$ cat config.mk
export PLATFORM = sky130hd
export DESIGN_NAME = spi_slave_shifter
export DESIGN_NICKNAME = d
export VERILOG_FILES = /design/src/rtl/spi_pkg.sv /design/src/rtl/spi_pin_sync.sv /design/src/rtl/spi_slave_shifter.sv
export SDC_FILE = /design/constraint.sdc
export NUM_CORES = 1
export LEC_CHECK = 0
export ABC_AREA = 1
export BUFFER_PORTS_ARGS = -buffer_cell sky130_fd_sc_hd__buf_2
export CAP_MARGIN = 30
export CORE_MARGIN = 2
export CORE_UTILIZATION = 59
export CTS_CLUSTER_SIZE = 30
export DETAILED_ROUTE_END_ITERATION = 8
export GPL_TIMING_DRIVEN = 0
export PLACE_DENSITY = 0.78
export SKIP_LAST_GASP = 1
export SYNTH_ARGS = -nofsm -noshare
export SYNTH_HDL_FRONTEND = slang
export SYNTH_SLANG_ARGS = --single-unit
$ cat constraint.sdc
create_clock -name clk -period 2.1 [get_ports clk]
set_clock_uncertainty 0.1 [all_clocks]
set_input_delay 0.21 -clock clk [delete_from_list [all_inputs] [get_ports clk]]
set_output_delay 0.21 -clock clk [all_outputs]
set_load 0.05 [all_outputs]
$ cat src/rtl/spi_pkg.sv
// Shared types and constants for the SPI slave shifter: FSM state encoding,
// default word width and minimum synchroniser depth.
package spi_pkg;

  typedef enum logic {IDLE, ACTIVE} spi_state_t;

  localparam int SPI_WORD_W   = 8;
  localparam int SPI_MIN_SYNC = 2;

endpackage

$ cat src/rtl/spi_pin_sync.sv
// Multi-flop synchroniser for one asynchronous pin, with a previous-value flop
// so rising and falling edges of the synchronised level can be detected.
module spi_pin_sync #(
  parameter int   STAGES  = 2,
  parameter logic RST_VAL = 1'b0
) (
  input  logic clk,
  input  logic reset,
  input  logic i_pin,
  output logic o_sync,
  output logic o_rise,
  output logic o_fall
);

  logic [STAGES-1:0] r_chain;
  logic              r_prev;

  always_ff @(posedge clk) begin
    if (!reset) begin
      r_chain <= {STAGES{RST_VAL}};
      r_prev  <= RST_VAL;
    end else begin
      r_chain <= {r_chain[STAGES-2:0], i_pin};
      r_prev  <= r_chain[STAGES-1];
    end
  end

  assign o_sync = r_chain[STAGES-1];
  assign o_rise = o_sync & ~r_prev;
  assign o_fall = ~o_sync & r_prev;

endmodule

$ cat src/rtl/spi_slave_shifter.sv
// SPI mode-0 slave front end, oversampled in the clk domain: deserialises MOSI,
// serialises the response word on MISO. Optional SPI_SLAVE_FRAME_ERR_EN adds o_frame_err.
module spi_slave_shifter
  import spi_pkg::*;
#(
  parameter int SYNC_STAGES = SPI_MIN_SYNC,
  parameter int WIDTH       = SPI_WORD_W
) (
  input  logic             clk,
  input  logic             reset,
  output logic             o_slave_rdy,
  output logic             o_rx_done,
`ifdef SPI_SLAVE_FRAME_ERR_EN
  output logic             o_frame_err,
`endif
  output logic [WIDTH-1:0] o_mosi_byte,
  input  logic [WIDTH-1:0] i_miso_byte,
  input  logic             i_spi_clk,
  input  logic             i_spi_mosi,
  input  logic             i_spi_cs_n,
  output logic             o_spi_miso
);

  localparam int CNT_W = (WIDTH > 1) ? $clog2(WIDTH) : 1;

  spi_state_t       r_state, w_state_nxt;
  logic [CNT_W-1:0] r_bit_cnt;
  logic [WIDTH-1:0] r_rx_shift, r_tx_shift, r_mosi_byte;
  logic             r_rx_done, r_spi_miso;

  logic w_sclk_sync, w_sclk_rise, w_sclk_fall;
  logic w_cs_sync, w_cs_rise, w_cs_fall;
  logic w_mosi, w_mosi_rise_unused, w_mosi_fall_unused;
  logic w_last_bit;
  logic [WIDTH-1:0] w_rx_word;

  spi_pin_sync #(.STAGES(SYNC_STAGES), .RST_VAL(1'b0)) u_sync_sclk (
    .clk(clk), .reset(reset), .i_pin(i_spi_clk),
    .o_sync(w_sclk_sync), .o_rise(w_sclk_rise), .o_fall(w_sclk_fall));

  spi_pin_sync #(.STAGES(SYNC_STAGES), .RST_VAL(1'b1)) u_sync_cs (
    .clk(clk), .reset(reset), .i_pin(i_spi_cs_n),
    .o_sync(w_cs_sync), .o_rise(w_cs_rise), .o_fall(w_cs_fall));

  spi_pin_sync #(.STAGES(SYNC_STAGES), .RST_VAL(1'b0)) u_sync_mosi (
    .clk(clk), .reset(reset), .i_pin(i_spi_mosi),
    .o_sync(w_mosi), .o_rise(w_mosi_rise_unused), .o_fall(w_mosi_fall_unused));

  assign w_last_bit = (r_bit_cnt == CNT_W'(WIDTH - 1));
  assign w_rx_word  = {r_rx_shift[WIDTH-2:0], w_mosi};

  always_ff @(posedge clk) begin
    if (!reset) r_state <= IDLE;
    else        r_state <= w_state_nxt;
  end

  always_comb begin
    w_state_nxt = r_state;
    case (r_state)
      IDLE:    if (w_cs_fall) w_state_nxt = ACTIVE;
      ACTIVE:  if (w_cs_rise) w_state_nxt = IDLE;
      default: w_state_nxt = IDLE;
    endcase
  end

`ifdef SPI_SLAVE_FRAME_ERR_EN
  logic r_frame_err;
  assign o_frame_err = r_frame_err;
`endif

  always_ff @(posedge clk) begin
    if (!reset) begin
      r_bit_cnt   <= '0;
      r_rx_shift  <= '0;
      r_tx_shift  <= '0;
      r_mosi_byte <= '0;
      r_rx_done   <= 1'b0;
      r_spi_miso  <= 1'b0;
`ifdef SPI_SLAVE_FRAME_ERR_EN
      r_frame_err <= 1'b0;
`endif
    end else begin
      r_rx_done <= 1'b0;
`ifdef SPI_SLAVE_FRAME_ERR_EN
      r_frame_err <= 1'b0;
`endif
      case (r_state)
        IDLE: begin
          r_spi_miso <= 1'b0;
          if (w_cs_fall) begin
            r_tx_shift <= i_miso_byte;
            r_spi_miso <= i_miso_byte[WIDTH-1];
            r_bit_cnt  <= '0;
          end
        end
        ACTIVE: begin
          if (w_cs_rise) begin
            // A word completing on the same cycle as deselect still counts.
            if (w_sclk_rise && w_last_bit) begin
              r_mosi_byte <= w_rx_word;
              r_rx_done   <= 1'b1;
            end
`ifdef SPI_SLAVE_FRAME_ERR_EN
            else if (r_bit_cnt != '0) begin
              r_frame_err <= 1'b1;
            end
`endif
            r_bit_cnt  <= '0;
            r_rx_shift <= '0;
            r_spi_miso <= 1'b0;
          end else if (w_sclk_rise) begin
            r_rx_shift <= w_rx_word;
            if (w_last_bit) begin
              r_mosi_byte <= w_rx_word;
              r_rx_done   <= 1'b1;
              r_bit_cnt   <= '0;
            end else begin
              r_bit_cnt <= r_bit_cnt + CNT_W'(1);
            end
          end else if (w_sclk_fall) begin
            // Falling edge at count 0 is the word boundary: fetch the next response.
            if (r_bit_cnt != '0) begin
              r_tx_shift <= r_tx_shift << 1;
              r_spi_miso <= r_tx_shift[WIDTH-2];
            end else begin
              r_tx_shift <= i_miso_byte;
              r_spi_miso <= i_miso_byte[WIDTH-1];
            end
          end
        end
        default: r_spi_miso <= 1'b0;
      endcase
    end
  end

  assign o_slave_rdy = (r_state == IDLE);
  assign o_rx_done   = r_rx_done;
  assign o_mosi_byte = r_mosi_byte;
  assign o_spi_miso  = r_spi_miso;

endmodule
---- Yosys cells after proc, flatten, opt, wreduce, memory -nomap -nowiden ----
Index checks and enable logic that the tools add are counted.
storage, ports and cells
  logic and storage cells ................. 71
  register bits ........................... 36
  bits of input ports ..................... 13
cells by class
  multiplexer cells ....................... 30
  add/sub/neg operators ................... 1
  reduce and logical (&&, ||, !) cells .... 10
  bitwise logic cells ..................... 9
  equal/unequal tests ..................... 9
operators by type and width
  operator                                                                  count
  7-bit 2-to-1 mux                                                          7
  8-bit 2-to-1 mux                                                          4
  7-bit one-hot mux with 2 select lines                                     1
  3-bit 2-to-1 mux                                                          4
  1-bit 2-to-1 mux                                                          11
  2-bit AND reduction                                                       4
  4-bit AND reduction                                                       2
  2-bit inequality test (second input constant)                             3
  3-bit by 1-bit inequality test with 1-bit output (second input constant)  2
  3-bit one-hot mux with 2 select lines                                     1
  1-bit inverter                                                            5
  1-bit bitwise AND                                                         4
  2-bit by 1-bit inequality test with 1-bit output (second input constant)  2
  1-bit one-hot mux with 2 select lines                                     2
  2-bit nonzero test                                                        2
  3-bit by 1-bit adder with 3-bit output (second input constant)            1
  3-bit equality test (second input constant)                               1
  3-bit by 2-bit inequality test with 1-bit output (second input constant)  1
  3-bit nonzero test                                                        1
  1-bit logical AND                                                         1

---- Logic depth before layout (Yosys ltp) ----
  word-level depth ........................ 6
  gate-level depth with buffers ........... 8

---- Cells and area by module ----
From an unflattened synthesis, not the netlist that was laid out.
unflattened totals
  cells, all modules ...................... 212
  area, all modules ....................... 1530.2 sq um
modules (own cells, without submodules)
  module                          instances  seq. area each (sq um)  cells an instance  area an instance (sq um)
  spi_slave_shifter               1          560.5                   174                1236.2
  spi_pin_sync (u_sync_mosi ...)  2          60.1                    13                 100.1
  spi_pin_sync (u_sync_cs)        1          60.1                    12                 93.8

---- Worst setup path after synthesis ----
No wires, ideal clock.
  kind .................................... register -> register
  start point ............................. register r_bit_cnt[0]
  end point ............................... register r_tx_shift[1]
  cell stages (with the launch flop) ...... 9
  buffers on the path ..................... 0
  period minus slack after synthesis ...... 1363 ps
  arrival time ............................ 1150 ps
  slack ................................... 737 ps
  cells stage by stage .................... dfxtp_1 -> inv_1 -> ha_1 -> nand2_1 -> nand2_1 -> nand2_1 -> nand2_1 -> nor2_1 -> nor2_1
between the ends
  longest elaborated chain between the ends .. 6
RTL lines
  what                                   RTL line                  source
  from (decl)                            spi_slave_shifter.sv:27   logic [CNT_W-1:0] r_bit_cnt;
  from (signal assigned)                 spi_slave_shifter.sv:118  r_bit_cnt <= r_bit_cnt + CNT_W'(1);
  3-bit nonzero test                     spi_slave_shifter.sv:122  if (r_bit_cnt != '0) begin
  7-bit 2-to-1 mux                       spi_slave_shifter.sv:122
  7-bit 2-to-1 mux                       spi_slave_shifter.sv:120  end else if (w_sclk_fall) begin
  7-bit 2-to-1 mux                       spi_slave_shifter.sv:111  end else if (w_sclk_rise) begin
  7-bit 2-to-1 mux                       spi_slave_shifter.sv:97   if (w_cs_rise) begin
  7-bit one-hot mux with 2 select lines  spi_slave_shifter.sv:87   case (r_state)
  to (signal assigned)                   spi_slave_shifter.sv:91   r_tx_shift <= i_miso_byte;
  to (signal assigned)                   spi_slave_shifter.sv:123  r_tx_shift <= r_tx_shift << 1;
  to (signal assigned)                   spi_slave_shifter.sv:126  r_tx_shift <= i_miso_byte;
  to (decl)                              spi_slave_shifter.sv:28   logic [WIDTH-1:0] r_rx_shift, r_tx_shift, r_mosi_byte;
Every way passes these cells. The select of a mux whose other input is x is not followed.
A chain may end at the register's enable or synchronous reset.

---- Worst setup path in the final report ----
  start point ............................. register r_bit_cnt[0]
  end point ............................... register r_tx_shift[4]
The elaborated chain is that of the path after synthesis.

==> metrics.md <==
| Metric | Value |
|---|---|
| Core region area | 2500 um^2 |
| Internal power component | 923 uW |
| FF-to-FF Start | r_bit_cnt[0]$_SDFFE_PN0P_ |
| Post-DRT Antenna Nets | 0 |
| Capture endpoint of the worst hold path | o_mosi_byte[3]$_SDFFE_PN0P_ |
| Flop-to-flop setup slack | 0.49 ns |
| Count of nets after finishing | 257 |
| Detailed-route DRC error count | 0 |
| Unrepaired setup endpoints after global routing | false |
| Area enclosed by the die boundary | 3080 um^2 |
| Chip height | 55.5 um |
| Placed instance count | 261 |
| DR WL/cell | 10.8 um |
| Pwr Total | 1.26 mW |
| CTS Buf Count | 5 |
| Final instance area | 1810 um^2 |
| Min Clock Period, post-route | 1.61 ns |
| Ys async rst share | 0% |
| Avg Cell Area, Syn | 7.48 um^2 |
| Number of antenna violations at the first check in global routing | 0 |
| Initial drt markers | 16 |
| Fillers | 210 |
| Cell Rows | 18 |
| Buffers from clock root to sink, at most | 2 |
| Width of the die | 55.5 um |
| Main synth FF type | sky130_fd_sc_hd__dfxtp_1 |
| Share of total power in combinational logic | 11.2% |
| Start point of the worst hold path | reset |
| Number of antenna diodes | 0 |
| Post-CTS Setup Bufs | 0 |
| Buffers on Ports | 22 |
| Share of the yosys chip area belonging to registers | 46.1% |
| Most frequent cell after synthesis | sky130_fd_sc_hd__nand2_1 |
| Final Routed Wirelength | 2.94 mm |
| Status | finished, final reports clean |
| Hold path cells | 3 |
| Reported leakage power | 0.895 nW |
| Count of distinct cell types in the synthesized netlist | 24 |
| Placer's final routability congestion estimate | 0.832 |
| Count of maximum capacitance violations | 0 |
| CP arrival | 1.76 ns |
| Final hold viol count | 0 |
| Synth cell count leaders | sky130_fd_sc_hd__nand2_1, sky130_fd_sc_hd__nor2_1, sky130_fd_sc_hd__dfxtp_1 |
| Effective utilization at floorplan | 62.5% |
| Global-route usage over all layers | 21.5% |
| Depth of the CTS H-tree | 2 |
| Sink Count | 36 |
| Startpoint type of the worst setup path | register |
| Utilization after layout | 72.3% |
| Largest vdd supply drop | 0.000588 V |
| 1st-pass router iterations | 4 |
| Share of Yosys cell area claimed by the top area cell type | 46.1% |
| Path type of the worst min-delay path | in -> reg |
| Final setup viols | 0 |
| Sort of element at the end of the critical path | register |
| Sw frac | 26.7% |
| Maximum fanout count along the critical path | 9 |
| Number of global-route vias before repair | 1204 |
| Worst reg-to-reg path cell count | 8 |
| Ratio of final minimum period to clock period | 76.9% |
| Maximum clock rate | 620 MHz |
| Source-to-sink clock delay at the later pin of the worst-skew pair | 0.35 ns |
| Slew HR | 71.7% |
| Total overflow reported by the global router | 0 |
| Summed negative setup slack over all endpoints | 0 ns |
| Post-synth top area cell | sky130_fd_sc_hd__dfxtp_1 |
| Flop pwr share | 57.3% |
| Total number of yosys warnings | 0 |
| TritonCTS clock tree | done |
| Pwr dens | 697 nW/um^2 |
| Capture instance of the worst register-to-register path | r_tx_shift[4]$_SDFFE_PN0P_ |
| Top cells by area, synth | sky130_fd_sc_hd__dfxtp_1, sky130_fd_sc_hd__nand2_1, sky130_fd_sc_hd__nor2_1 |
| Endpoint required time on the critical path | 2.25 ns |
| Power share of the clock group | 31.5% |
| Post-detailed-placement cell area | 1710 um^2 |
| CTS Root Cell | sky130_fd_sc_hd__clkbuf_4 |
| HPWL after DPL | 2.15 mm |
| Fraction of layout cells with a size suffix above 1 | 21.9% |
| Post-Synthesis Cell Area | 1560 um^2 |
| Pin slew with the least headroom to its limit | 0.424 ns |
| Instance count of the mapped netlist | 209 |
| Area Overhead vs Synth | 15.6% |
| Post-synth EDFFs | 0 |
| Global-route wire length before repair | 5.22 mm |
| Vias per cell | 4.90 |
| Synthesized Nets | 225 |
| Clock transition at the registers of the reported paths | 0.12 ns |
| Fin cells | 272 |
| Total net switching power | 336 uW |
| Number of primary I/O pins | 24 |
| Number of synthesized register bits | 36 |
| Via count of the routed design | 1334 |
| Pins Over Slew Limit | 0 |
| Maximum number of pins on one net before global-route repair | 13 |
| Setup Crit Path Kind | reg -> reg |
[critical path, stage by stage, from the launching register on]
cell and delay (ns):
sky130_fd_sc_hd__dfxtp_1 0.37, sky130_fd_sc_hd__inv_1 0.07, sky130_fd_sc_hd__ha_1 0.19, sky130_fd_sc_hd__nand2_1 0.24, sky130_fd_sc_hd__nand2_1 0.23, sky130_fd_sc_hd__nand2_1 0.12
sky130_fd_sc_hd__nand2_1 0.05, sky130_fd_sc_hd__nor2_1 0.10, sky130_fd_sc_hd__nor2_1 0.05
[power groups by stage]
stage / Sequential [mW] / Combinational [mW] / Clock [mW]
after floorplan: 0.738 / 0.101 / 0
after global placement: 0.736 / 0.132 / 0
after detailed placement: 0.737 / 0.137 / 0
after CTS: 0.722 / 0.142 / 0.409
after global routing: 0.725 / 0.160 / 0.442
final: 0.721 / 0.141 / 0.396
[final cells by class]
type	instances	area (um^2)	share of cell area, %
Buffer	4	25.0	1.39
Clock buffer	6	51.3	2.84
Clock inverter	2	15.0	0.831
Inverter	20	77.6	4.29
Multi-Input combinational cell	149	739	40.9
Sequential cell	36	721	39.9
Tap cell	30	37.5	2.08
Timing Repair Buffer	25	140	7.76
[placed cells by master, fill, tap and decap left out, types with 2 or more instances in the layout]
| master | netlist | routed |
|---|---|---|
| sky130_fd_sc_hd__inv_2 | 4 | 4 |
| sky130_fd_sc_hd__inv_1 | 14 | 14 |
| sky130_fd_sc_hd__dfxtp_1 | 36 | 36 |
| sky130_fd_sc_hd__nand2_1 | 59 | 59 |
| sky130_fd_sc_hd__buf_2 | 2 | 24 |
| sky130_fd_sc_hd__nand2_4 | 4 | 4 |
| sky130_fd_sc_hd__nand2_2 | 2 | 2 |
| sky130_fd_sc_hd__o21ai_0 | 8 | 8 |
| sky130_fd_sc_hd__nor2_1 | 39 | 39 |
| sky130_fd_sc_hd__dlygate4sd3_1 | 0 | 3 |
| sky130_fd_sc_hd__clkinvlp_4 | 0 | 2 |
| sky130_fd_sc_hd__ha_1 | 3 | 3 |
| sky130_fd_sc_hd__a21oi_1 | 9 | 9 |
| sky130_fd_sc_hd__clkbuf_4 | 0 | 5 |
| sky130_fd_sc_hd__o21bai_1 | 6 | 6 |
| sky130_fd_sc_hd__nand3_1 | 8 | 8 |
| sky130_fd_sc_hd__nor2_4 | 4 | 4 |
| sky130_fd_sc_hd__or2_2 | 2 | 2 |
[flip-flops by register name (all words and copies together), names as in the netlist, 2 cells and up]
signal               cells
u_sync_cs.r_chain        2
o_mosi_byte              8
r_rx_shift               7
u_sync_mosi.r_chain      2
r_bit_cnt                3
r_tx_shift               7
u_sync_sclk.r_chain      2
[through the flow]
stage                     worst slack (ns)  hold slack [ns]
after CTS                            0.466           0.0586
after global routing                 0.309           0.0780
after global placement               0.537            0.291
after floorplan                      0.737            0.208
final                                0.486           0.0772
after detailed placement             0.472            0.297
[repair_timing]
action	4_1_cts	5_1_grt
hold endpoints to repair	3	0
resized for setup	0	0
hold buffers	3	0
[kinds of logic (layout without fill, tap and decap cells)]
kind of cell    after synthesis  after routing  share of synthesized area [%]
compound gates               24             24                           8.81
fa+ha+maj                     3              3                           2.40
buf+inv                      24             57                           6.56
flops                        36             36                           46.1
simple gates                122            122                           36.1
[worst max-delay path by stage]
stage,slack [ns],from,end
global placement,0.54,r_bit_cnt[0]$_SDFFE_PN0P_,r_tx_shift[2]$_SDFFE_PN0P_
floorplan,0.74,r_bit_cnt[0]$_SDFFE_PN0P_,r_tx_shift[1]$_SDFFE_PN0P_
finish,0.49,r_bit_cnt[0]$_SDFFE_PN0P_,r_tx_shift[4]$_SDFFE_PN0P_
global route,0.31,r_bit_cnt[0]$_SDFFE_PN0P_,r_tx_shift[2]$_SDFFE_PN0P_
detailed placement,0.47,r_bit_cnt[0]$_SDFFE_PN0P_,r_tx_shift[4]$_SDFFE_PN0P_
CTS,0.47,r_bit_cnt[0]$_SDFFE_PN0P_,r_tx_shift[4]$_SDFFE_PN0P_
[per-layer routing]
| layer | vias up | track usage [%] | part of all wire, % |
|---|---|---|---|
| met2 | 27 | 33.8 | 46 |
| met5 | - | 0 | 0 |
| li1 | 711 | - | - |
| met4 | 0 | 6.97 | 1.0 |
| met1 | 594 | 27.8 | 48 |
| met3 | 2 | 7.03 | 4.7 |
Note: power is estimated with default switching activity, not from simulation.
